File: src/rtl/uart_rx_fifo.sv
// ----------------------------------------------------------------------------
// uart_rx_fifo
//   First-word-fall-through receive buffer that sits directly behind the UART
//   receiver. It stores each received word together with its parity-pass flag
//   and hands the words to a consumer over a valid/ready port. Words that
//   arrive while the buffer is full are dropped, and a sticky overflow flag
//   records the loss.
//
// Parameters
//   DATA_WIDTH   received word width (1..8)
//   DEPTH        number of entries (power of two, >= 2)
//
// Ports
//   clk          system clock, all logic on posedge
//   rst          asynchronous active-low reset
//   in_vld       receiver word valid
//   in_data      receiver word
//   in_pc_pass   receiver parity check passed
//   in_rdy       accept strobe to the receiver (registered 1 out of reset)
//   out_vld      head entry valid
//   out_data     head word
//   out_pc_pass  parity flag stored with the head word
//   out_rdy      consumer pops the head when out_vld && out_rdy
//   count        occupancy, 0..DEPTH
//   full         count == DEPTH
//   empty        count == 0
//   overflow     sticky: a word was dropped because the buffer was full
//   overflow_clr synchronous clear of overflow (a same-cycle drop wins)
//
// Build option
//   UART_RX_FIFO_DROP_BAD_EN  when defined, words with in_pc_pass=0 are
//                             accepted but discarded, and out_pc_pass is 1.
// ----------------------------------------------------------------------------
module uart_rx_fifo #(
  parameter int DATA_WIDTH = 8,
  parameter int DEPTH      = 16
) (
  input  logic                         clk,
  input  logic                         rst,
  input  logic                         in_vld,
  input  logic [DATA_WIDTH-1:0]        in_data,
  input  logic                         in_pc_pass,
  output logic                         in_rdy,
  output logic                         out_vld,
  output logic [DATA_WIDTH-1:0]        out_data,
  output logic                         out_pc_pass,
  input  logic                         out_rdy,
  output logic [$clog2(DEPTH+1)-1:0]   count,
  output logic                         full,
  output logic                         empty,
  output logic                         overflow,
  input  logic                         overflow_clr
);

  localparam int AW = $clog2(DEPTH);     // entry index width
  localparam int PW = AW + 1;            // pointer width incl. wrap bit
  localparam int CW = $clog2(DEPTH + 1); // occupancy width
  localparam int EW = DATA_WIDTH + 1;    // {pc_pass, data}

  generate
    if (DEPTH < 2 || (DEPTH & (DEPTH - 1)) != 0) begin : g_bad_depth
      $fatal(1, "uart_rx_fifo: DEPTH must be a power of two >= 2");
    end
    if (DATA_WIDTH < 1 || DATA_WIDTH > 8) begin : g_bad_width
      $fatal(1, "uart_rx_fifo: DATA_WIDTH must be 1..8");
    end
  endgenerate

  logic [EW-1:0]  mem [DEPTH];

  logic           in_rdy_q;
  logic [PW-1:0]  wr_ptr_q, wr_ptr_d;
  logic [PW-1:0]  rd_ptr_q, rd_ptr_d;
  logic [CW-1:0]  count_q, count_d;
  logic           full_q, full_d;
  logic           empty_q, empty_d;
  logic           ovf_q, ovf_d;

  logic           push;
  logic           store_req;
  logic           pop;
  logic           wr_en;
  logic           drop;
  logic [EW-1:0]  wr_entry;
  logic [EW-1:0]  head;
  logic           ptr_empty;
  logic           ptr_full;

  // The receiver cannot stall, so in_rdy never drops after reset release.
  assign push = in_vld && in_rdy_q;

`ifdef UART_RX_FIFO_DROP_BAD_EN
  // Bad-parity words are handshaken but never reach storage.
  assign store_req = push && in_pc_pass;
  assign wr_entry  = {1'b1, in_data};
`else
  assign store_req = push;
  assign wr_entry  = {in_pc_pass, in_data};
`endif

  // out_vld is !empty_q, so a word pushed into an empty buffer cannot be
  // popped in the same cycle.
  assign pop   = !empty_q && out_rdy;
  // A full buffer still takes a word when the head leaves on the same edge.
  assign wr_en = store_req && (!full_q || pop);
  assign drop  = store_req && full_q && !pop;

  always_comb begin
    wr_ptr_d = wr_ptr_q;
    rd_ptr_d = rd_ptr_q;
    count_d  = count_q;
    if (wr_en) wr_ptr_d = wr_ptr_q + PW'(1);
    if (pop)   rd_ptr_d = rd_ptr_q + PW'(1);
    case ({wr_en, pop})
      2'b10:   count_d = count_q + CW'(1);
      2'b01:   count_d = count_q - CW'(1);
      default: count_d = count_q;
    endcase
    full_d  = (count_d == CW'(DEPTH));
    empty_d = (count_d == '0);
    // Set has priority over clear.
    ovf_d = ovf_q;
    if (drop)              ovf_d = 1'b1;
    else if (overflow_clr) ovf_d = 1'b0;
  end

  // Pointer-derived status, cross-checked against the count-derived flags.
  assign ptr_empty = (wr_ptr_q == rd_ptr_q);
  assign ptr_full  = (wr_ptr_q[AW] != rd_ptr_q[AW]) &&
                     (wr_ptr_q[AW-1:0] == rd_ptr_q[AW-1:0]);

  always_ff @(posedge clk or negedge rst) begin
    if (!rst) begin
      in_rdy_q <= 1'b0;
      wr_ptr_q <= '0;
      rd_ptr_q <= '0;
      count_q  <= '0;
      full_q   <= 1'b0;
      empty_q  <= 1'b1;
      ovf_q    <= 1'b0;
    end else begin
      assert (ptr_empty == empty_q);
      assert (ptr_full == full_q);
      in_rdy_q <= 1'b1;
      wr_ptr_q <= wr_ptr_d;
      rd_ptr_q <= rd_ptr_d;
      count_q  <= count_d;
      full_q   <= full_d;
      empty_q  <= empty_d;
      ovf_q    <= ovf_d;
    end
  end

  // Storage has no reset; reset discards contents by clearing the pointers.
  always_ff @(posedge clk) begin
    if (wr_en) mem[wr_ptr_q[AW-1:0]] <= wr_entry;
  end

  assign head = mem[rd_ptr_q[AW-1:0]];

  assign in_rdy      = in_rdy_q;
  assign out_vld     = !empty_q;
  assign out_data    = head[DATA_WIDTH-1:0];
  assign out_pc_pass = head[DATA_WIDTH];
  assign count       = count_q;
  assign full        = full_q;
  assign empty       = empty_q;
  assign overflow    = ovf_q;

endmodule
File: config.mk
export PLATFORM = sky130hd
export DESIGN_NAME = uart_rx_fifo
export DESIGN_NICKNAME = d
export VERILOG_FILES = /design/src/rtl/uart_rx_fifo.sv
export SDC_FILE = /design/constraint.sdc
export NUM_CORES = 1
export LEC_CHECK = 0
export BUFFER_PORTS_ARGS = -buffer_cell sky130_fd_sc_hd__buf_2
export CORE_AREA = 10 10 116 118
export CTS_CLUSTER_DIAMETER = 80
export CTS_CLUSTER_SIZE = 16
export DETAILED_ROUTE_END_ITERATION = 16
export DIE_AREA = 0 0 126 128
export PLACE_DENSITY = 0.78
export SLEW_MARGIN = 20
export SYNTH_ARGS = -nofsm -noshare
export SYNTH_HDL_FRONTEND = slang
export SYNTH_SLANG_ARGS = --single-unit
File: constraint.sdc
create_clock -name clk -period 3.6 [get_ports clk]
set_input_delay 0.36 -clock clk [delete_from_list [all_inputs] [get_ports clk]]
set_output_delay 0.36 -clock clk [all_outputs]
set_load 0.01 [all_outputs]
=== Yosys cells after proc, flatten, opt, wreduce, memory -nomap -nowiden ===
Memories as Yosys holds them, arrays and structs flattened.
Index checks and enable logic that the tools add are counted.

* Muxes and demuxes: 5
* Div/mod/pow operators: 0
* Add/subtract/negate cells: 4
* Bitwise gates (word level): 0
* Multipliers: 0
* Magnitude comparators: 0
* Reduce and logical (&&, ||, !) cells: 11
* Equal/unequal tests: 3
* Shifts and indexed selects: 0

{| class="wikitable"
|+ Operator list
! operator !! number
|-
| adder 5 x 1 -> 5 bit (second input constant) || 3
|-
| one-hot mux 5 bit (2 select lines) || 1
|-
| == test 5 bit (second input constant) || 1
|-
| logical AND 1 bit || 5
|-
| logical NOT 5 bit || 1
|-
| subtractor 5 x 1 -> 5 bit (second input constant) || 1
|-
| two-way mux 1 bit || 4
|-
| logical NOT 1 bit || 3
|-
| == test 2 x 1 -> 1 bit (second input constant) || 1
|-
| == test 2 bit (second input constant) || 1
|-
| nonzero test 2 bit || 1
|-
| logical OR 1 bit || 1
|}

* Memory bits (read-only): 0
* Output and inout port bits: 19
* Bits of input ports: 14
* Bits in registers: 19
* Word-level logic and storage cells: 31
* RAM bits: 144
* Latch bits: 0
* Memories kept: 1

{| class="wikitable"
|+ Memories
! name !! depth !! width !! read ports !! clocked after memory_dff !! write ports !! line !! text
|-
| mem || 16 || 9 || 1 || 0 || 1 || 69 || <nowiki>logic [EW-1:0] mem [DEPTH];</nowiki>
|}

=== Longest topological paths before layout ===
Gate-level depths: netlist of the first run.

* Word-level depth: 7
* Depth in mapped cells: 12
* Gate-level depth less buffers: 11

=== Worst setup path after synthesis of the first run ===
No wires, ideal clock.

* Kind: reg-to-reg
* From: reg empty_q (netlist: empty)
* To: reg full_q (netlist: full)
* Buffers on the path: 1
* Path slack: 1.118 ns
* Arrival: 2.394 ns
* Data required time: 3.512 ns
* Cell stages (with the launch flop): 13
* Setup time: 0.088 ns
* Path through: dfstp_2 -> nand2b_1 -> a21oi_1 -> inv_1 -> ha_1 -> buf_2 -> xor2_1 -> ha_1 -> o21ai_0 -> a221oi_1 -> o211ai_1 -> xnor2_1 -> nor3b_1

* Word-level cells in the longest chain between the ends: 7
* Elaborated cells between the ends (all ways): 8
* Classes of those cells: eq/ne: 3; mux: 1; reduce/logical: 4

{| class="wikitable"
|+ RTL lines
! element !! line !! text
|-
| start, declared || 76 || <nowiki>logic empty_q, empty_d;</nowiki>
|-
| start signal, assigned || 149 || <nowiki>empty_q <= empty_d;</nowiki>
|-
| logical NOT 1 bit (*) || 103 || <nowiki>assign pop = !empty_q && out_rdy;</nowiki>
|-
| logical AND 1 bit (*) || 103 ||
|-
| logical OR 1 bit || 105 || <nowiki>assign wr_en = store_req && (!full_q || pop);</nowiki>
|-
| logical AND 1 bit || 105 ||
|-
| == test 2 x 1 -> 1 bit or == test 2 bit (tied branches) || 114 || <nowiki>case ({wr_en, pop})</nowiki>
|-
| one-hot mux 5 bit (2 select lines) (*) || 114 ||
|-
| via count_d[4] || 74 || <nowiki>logic [CW-1:0] count_q, count_d;</nowiki>
|-
| == test 5 bit (*) || 119 || <nowiki>full_d = (count_d == CW'(DEPTH));</nowiki>
|-
| via full_d || 75 || <nowiki>logic full_q, full_d;</nowiki>
|-
| end signal, assigned || 148 || <nowiki>full_q <= full_d;</nowiki>
|-
| end, declared || 75 ||
|}

The timed path passes the listed nets; every way through them passes the cells marked *.
A chain may end at the register's enable or synchronous reset.

=== Final worst setup path of the first run ===
* From: reg rd_ptr_q[0]
* To: out out_data[1]

* Word-level cells in the longest chain between the ends: 1

{| class="wikitable"
|+ RTL lines
! element !! line !! text
|-
| start, declared || 73 || <nowiki>logic [PW-1:0] rd_ptr_q, rd_ptr_d;</nowiki>
|-
| start signal, assigned || 146 || <nowiki>rd_ptr_q <= rd_ptr_d;</nowiki>
|-
| memory read (16 x 9 bit) || - ||
|-
| end, declared || 45 || <nowiki>output logic [DATA_WIDTH-1:0] out_data,</nowiki>
|}

Every way passes these cells.

==> impl_metrics.ini, run 1 <==
[floorplan]
boundaryPins = 33
initial_utilization_pct = 58.0
rows = 39
die_h_um = 128
die_w_um = 126
fp.coreArea_um2 = 11200
die_area_um2 = 16100

[cts]
htreeDepth = 4
clock_latency_ns = 0.42
cts_tree = built
postCtsResizedCells = 0
cts_made_buffers = 17
cts_setup_buffers = 0
cts-hold-fix-buffers = 1
root_buffer = clkbuf_16
path_clk_slew_ns = 0.06
clockBufferDepth = 2
cts.sinks = 161

[placement]
hpwl_mm = 7.41
port_buffers = 32
place.gp.congestion = 0.841

[detailed_routing]
post_drt_via_cell_ratio = 6.15
drtIter0Drc = 355
drc_errors = 0
ant_nets = 0
vias = 3112
first_pass_iters = 4
wl_per_cell_um = 25.2
wirelength_mm = 12.7

[synthesis]
synth_ff_type = edfxtp_1
synth_top_area_share_pct = 66.5
ys_async_sr_fraction_pct = 10.6
synth.distinct_cells = 39
synth_nets = 333
synth_area_um2 = 6500
synth_edf_count = 144
synthTopCellsByArea = edfxtp_1, mux4_2, dfrtp_1
ys_ff_latch = 161
synth_warnings = 0
synth_top_area_cell = edfxtp_1
ys_seq_area_share_pct = 73.0
synthCells = 311
synth_area_per_cell_um2 = 20.9

[final_layout]
drive_gt1_share_pct = 28.1
diodes = 0
layout_common_cells = edfxtp_1, mux4_2, buf_2, clkbuf_16, dfrtp_1
finalNetCount = 372
syn_to_final_growth_pct = 13.5
final_common_cell = edfxtp_1

[global_routing]
grt_pass1_vias = 3273
grt_first_pass_wirelength_mm = 19.4
grt_overflow = 0
grt_max_degree = 40
antenna_found_initial = 0
grt_usage_pct = 16.2

[setup_path]
critical_path_required_ns = 3.24
crit_path_end_kind = primary output
worstSetupStartpointType = flip-flop
cp_max_fo = 29
crit_arrival_ns = 2.59
path_class = flip-flop to primary output

[timing]
finalClockSkew_ns = 0.0137
worst_pin_slew_ns = 0.782
hold_viol_final = 0
whs_ns = 0.140
slew_viol_final = 0
setup-tns-final_ns = 0
finalCritPeriodShare_pct = 81.9
slew_headroom_pct = 47.8
max_freq_mhz = 339
setup_violations = 0
period_minus_slack_ns = 2.95
rsz0062_at_grt = false

[flow_run]
cap_violations = 0

[pwr]
p_leak_nw = 2.50
ir_worst_vdd_uv = 592
p_per_area_nw_per_um2 = 783
post-layout-total-power_mw = 5.78

[outcome]
run_status = finished, final reports clean

[min_path]
min_path_type = input port to flip-flop
[flip-flops by register name, summed over array words and instances, names as in the netlist]
register / count
wr_ptr_q: 4
empty: 1
full: 1
count: 5
in_rdy: 1
overflow: 1
rd_ptr_q: 4
mem: 144
[kinds of logic after synthesis]
logic type | share of synthesized area, %
flops | 73.0
simple gates | 4.27
mux | 16.2
buf+inv | 1.98
compound gates | 1.42
xor+xnor | 1.48
fa+ha+maj | 1.54
other cells | 0.0576
[cell usage after synthesis, types with 5 or more instances]
library cell / number
and2_1: 13
buf_2: 5
clkbuf_1: 6
dfrtp_1: 16
edfxtp_1: 144
ha_1: 8
inv_1: 6
mux4_1: 8
mux4_2: 37
nand2_1: 11
xnor2_1: 9
[layout make-up]
cell class / instances / area (um^2)
Sequential cell: 161 / 4750
Fill cell: 731 / 3840
Multi-Input combinational cell: 128 / 1630
Clock buffer: 19 / 433
Timing Repair Buffer: 36 / 205
Tap cell: 143 / 179
Clock inverter: 13 / 168
Inverter: 6 / 22.5
[worst max-delay path, cell delays in order (launching register included)]
cell and delay (ns):
dfrtp_2 0.59, buf_12 0.29, mux4_1 0.61, mux4_2 0.50, buf_2 0.16
[per-layer routing]
layer / share of wire (%) / vias up / routed length [um] / global-route usage (%)
li1: - / 1349 / - / -
met1: 40 / 1627 / 5140 / 20.8
met2: 52 / 124 / 6570 / 25.7
met3: 7.0 / 12 / 898 / 4.43
met4: 1.1 / 0 / 136 / 6.76
met5: 0 / - / 0 / 0
[through the flow]
stage / setup slack [ns] / instance area [um^2] / instances / utilization [%]
after detailed placement: 0.721 / 6770 / 473 / 60.4
final: 0.653 / 7380 / 506 / 65.8
after floorplan: 1.12 / 6500 / 311 / -
after global routing: 0.369 / 7380 / 506 / 65.8
after global placement: 0.848 / 6770 / 473 / 60.4
after CTS: 0.606 / 7380 / 506 / 65.8
[worst paths after layout]
kind                              start  cells after the start           to  slack, ns
min reg2reg                    count[4]                      1     count[4]       0.51
min                        overflow_clr                      2     overflow       0.14
max reg2reg                       empty                     12         full       0.69
max                         rd_ptr_q[0]                      4  out_data[1]       0.65
min in group asynchronous           rst                      2     count[1]       0.41
max in group asynchronous           rst                      2        empty       2.87
[power breakdown]
| group | internal [mW] | leakage, nW | total (mW) | switching [mW] |
|---|---|---|---|---|
| Clock | 1.15 | 0.293 | 1.83 | 0.681 |
| Combinational | 0.811 | 0.712 | 1.53 | 0.716 |
| Sequential | 2.21 | 1.50 | 2.43 | 0.222 |
| Total | 4.17 | 2.50 | 5.78 | 1.62 |
Power figures use the tool's default switching activity.
==> run 2: changes to the inputs <==
Settings changed: ABC_AREA set to 1, CORE_AREA 10 10 116 118 to 10 10 122 124, DIE_AREA 0 0 126 128 to 0 0 132 134, PLACE_DENSITY 0.78 to 0.75.
Clock period 3.6 ns to 2.4 ns, I/O delays scaled along.
==> run 2 against run 1 <==
  * Highest routed layer unchanged
  * Register-to-register slack got worse by 0.51 ns
  * Clock skew shrank 0.0067 ns
  * Flip-flop and latch count unchanged
  * Global-route usage rose by 0.78 points
  * Largest power group unchanged
  * Total power up 63%
==> impl_metrics.ini, run 2 <==
[outcome]
run_status = finished, final reports clean

[synthesis]
synth.distinct_cells = 28
yosysMostFrequentCell = edfxtp_1
synth_top_area_cell = edfxtp_1
synth_top_area_share_pct = 64.5
synth_ff_type = edfxtp_1
synth_nets = 576
ys_top_cells_by_count = edfxtp_1, nor2_1, o21ai_0
ys_seq_area_share_pct = 70.9
synth_area_um2 = 6700
synth_warnings = 0
ys_ff_latch = 161
synth_edf_count = 144
synth_area_per_cell_um2 = 12.1
synthTopCellsByArea = edfxtp_1, nor2_1, dfrtp_1
synthCells = 554
ys_async_sr_fraction_pct = 10.6

[cts]
path_clk_slew_ns = 0.06
clock_latency_ns = 0.41
cts.sinks = 161
root_buffer = clkbuf_16
htreeDepth = 4
clockBufferDepth = 2
cts_made_buffers = 17
cts_tree = built

[global_routing]
grt_first_pass_wirelength_mm = 23.6
antenna_found_initial = 0
top_usage_layer = met2
grt_usage_pct = 17.0
grt_pass1_vias = 4467
grt_max_degree = 58
grt_overflow = 0
grtUsageMet2_pct = 28.9
met3_usage_pct = 4.03
grtUsageMet1_pct = 20.2

[setup_path]
worstSetupStartpointType = flip-flop
cp_max_fo = 24
crit_path_end_kind = primary output
slowest_stage = dfrtp_2
critical_path_required_ns = 2.16
crit_arrival_ns = 2.05
slowest_delay_ns = 0.46
path_class = flip-flop to primary output
critical_path_buf_inv_count = 3
cp_cell_sequence = inv_8 -> buf_12 -> nor2_1 -> nor2_1 -> o21ai_0 -> o211ai_1 -> o211ai_1 -> nand2_1 -> buf_2
path_delay_family = buffers and inverters

[floorplan]
die_area_um2 = 17700
fp.coreArea_um2 = 12500
initial_utilization_pct = 53.7
die_h_um = 134
boundaryPins = 33
rows = 41
die_w_um = 132

[pwr]
ir_worst_vdd_uv = 722
p_per_area_nw_per_um2 = 1200
p_leak_nw = 2.85
post-layout-total-power_mw = 9.41

[detailed_routing]
vias = 4472
wl_per_cell_um = 18.6
drc_errors = 0
ant_nets = 0
drtIter0Drc = 560
first_pass_iters = 5
post_drt_via_cell_ratio = 5.59
wirelength_mm = 14.9

[timing]
finalClockSkew_ns = 0.00701
setup_violations = 0
whs_ns = 0.0220
max_freq_mhz = 436
period_minus_slack_ns = 2.29
slew_viol_final = 0
timing.final.ws_setup_ns = 0.107
hold_viol_final = 0
rsz0062_at_grt = true
finalCritPeriodShare_pct = 95.5

[placement]
post-place-ws_ns = 0.0831
hpwl_mm = 9.60
port_buffers = 32
place.gp.congestion = 0.838

[final_layout]
syn_to_final_growth_pct = 17.2
drive_gt1_share_pct = 18.6
final_common_cell = edfxtp_1
diodes = 0
post-route-util_pct = 63.0
largest_register_ffs = 144
layout_common_cells = edfxtp_1, nor2_1, o21ai_0, nand2_1, o211ai_1
finalNetCount = 637

[flow_run]
cap_violations = 0

[min_path]
min_path_type = input port to flip-flop
## run 2: cell types whose count changed after synthesis, sizes merged, moves of 8 or more
cell and change:
o211ai +35, o21ai +80, nand2 +37, nand3 +18, nor2 +128, clkbuf +8, inv +18, and2 -13
mux4 -45, xnor2 -8
## run 2: stage by stage
step | instances | setup TNS (ns) | instance area, um^2
floorplan | 554 | 0 | 6700
global placement | 766 | 0 | 7230
detailed placement | 766 | 0 | 7230
CTS | 799 | 0 | 7820
global route | 800 | -0.0211 | 7850
finish | 800 | 0 | 7850
## run 2: layout make-up
class / count / area [um^2]
Clock inverter: 14 / 143
Clock buffer: 18 / 429
Inverter: 25 / 101
Sequential cell: 161 / 4760
Fill cell: 922 / 4620
Tap cell: 172 / 215
Multi-Input combinational cell: 340 / 1710
Timing Repair Buffer: 70 / 493
## run 2: repair_timing
action | CTS | global route
setup buffers | 0 | 1
pin swaps | 0 | 1
setup endpoints to repair | 1 | 8
gates resized for setup | 1 | 8
endpoints found under the hold margin | 16 | 0
hold buffers | 1 | 0
## run 2: path summary, 6_finish.rpt
| path | start | slack [ns] | endpoint | cells after the start |
|---|---|---|---|---|
| max | rd_ptr_q[0] | 0.11 | out_pc_pass | 9 |
| min | overflow_clr | 0.02 | overflow | 2 |
| max reg2reg | empty | 0.18 | full | 13 |
| min reg2reg | overflow | 0.53 | overflow | 2 |
| max in group asynchronous | rst | 1.82 | empty | 2 |
| min in group asynchronous | rst | 0.27 | count[4] | 2 |
## run 2: cells by family after synthesis
logic type / Yosys count / synth area share (%)
and+or+nand+nor: 204 / 12.5
DFF: 161 / 70.9
AOI/OAI and AO/OA: 120 / 10.3
buffers and inverters: 53 / 3.75
adders and majority gates: 8 / 1.49
xor gates and xnor gates: 7 / 0.915
other: 1 / 0.0560
## run 2: layer usage
| layer | wire, um | vias up |
|---|---|---|
| li1 | - | 2086 |
| met5 | 0 | - |
| met1 | 6120 | 2158 |
| met2 | 7460 | 193 |
| met4 | 417 | 0 |
| met3 | 917 | 35 |
## run 2: power breakdown
group / switching (mW) / internal (mW) / leakage, nW
Clock: 1.05 / 1.52 / 0.269
Sequential: 0.213 / 3.32 / 1.50
Combinational: 2.14 / 1.16 / 1.08
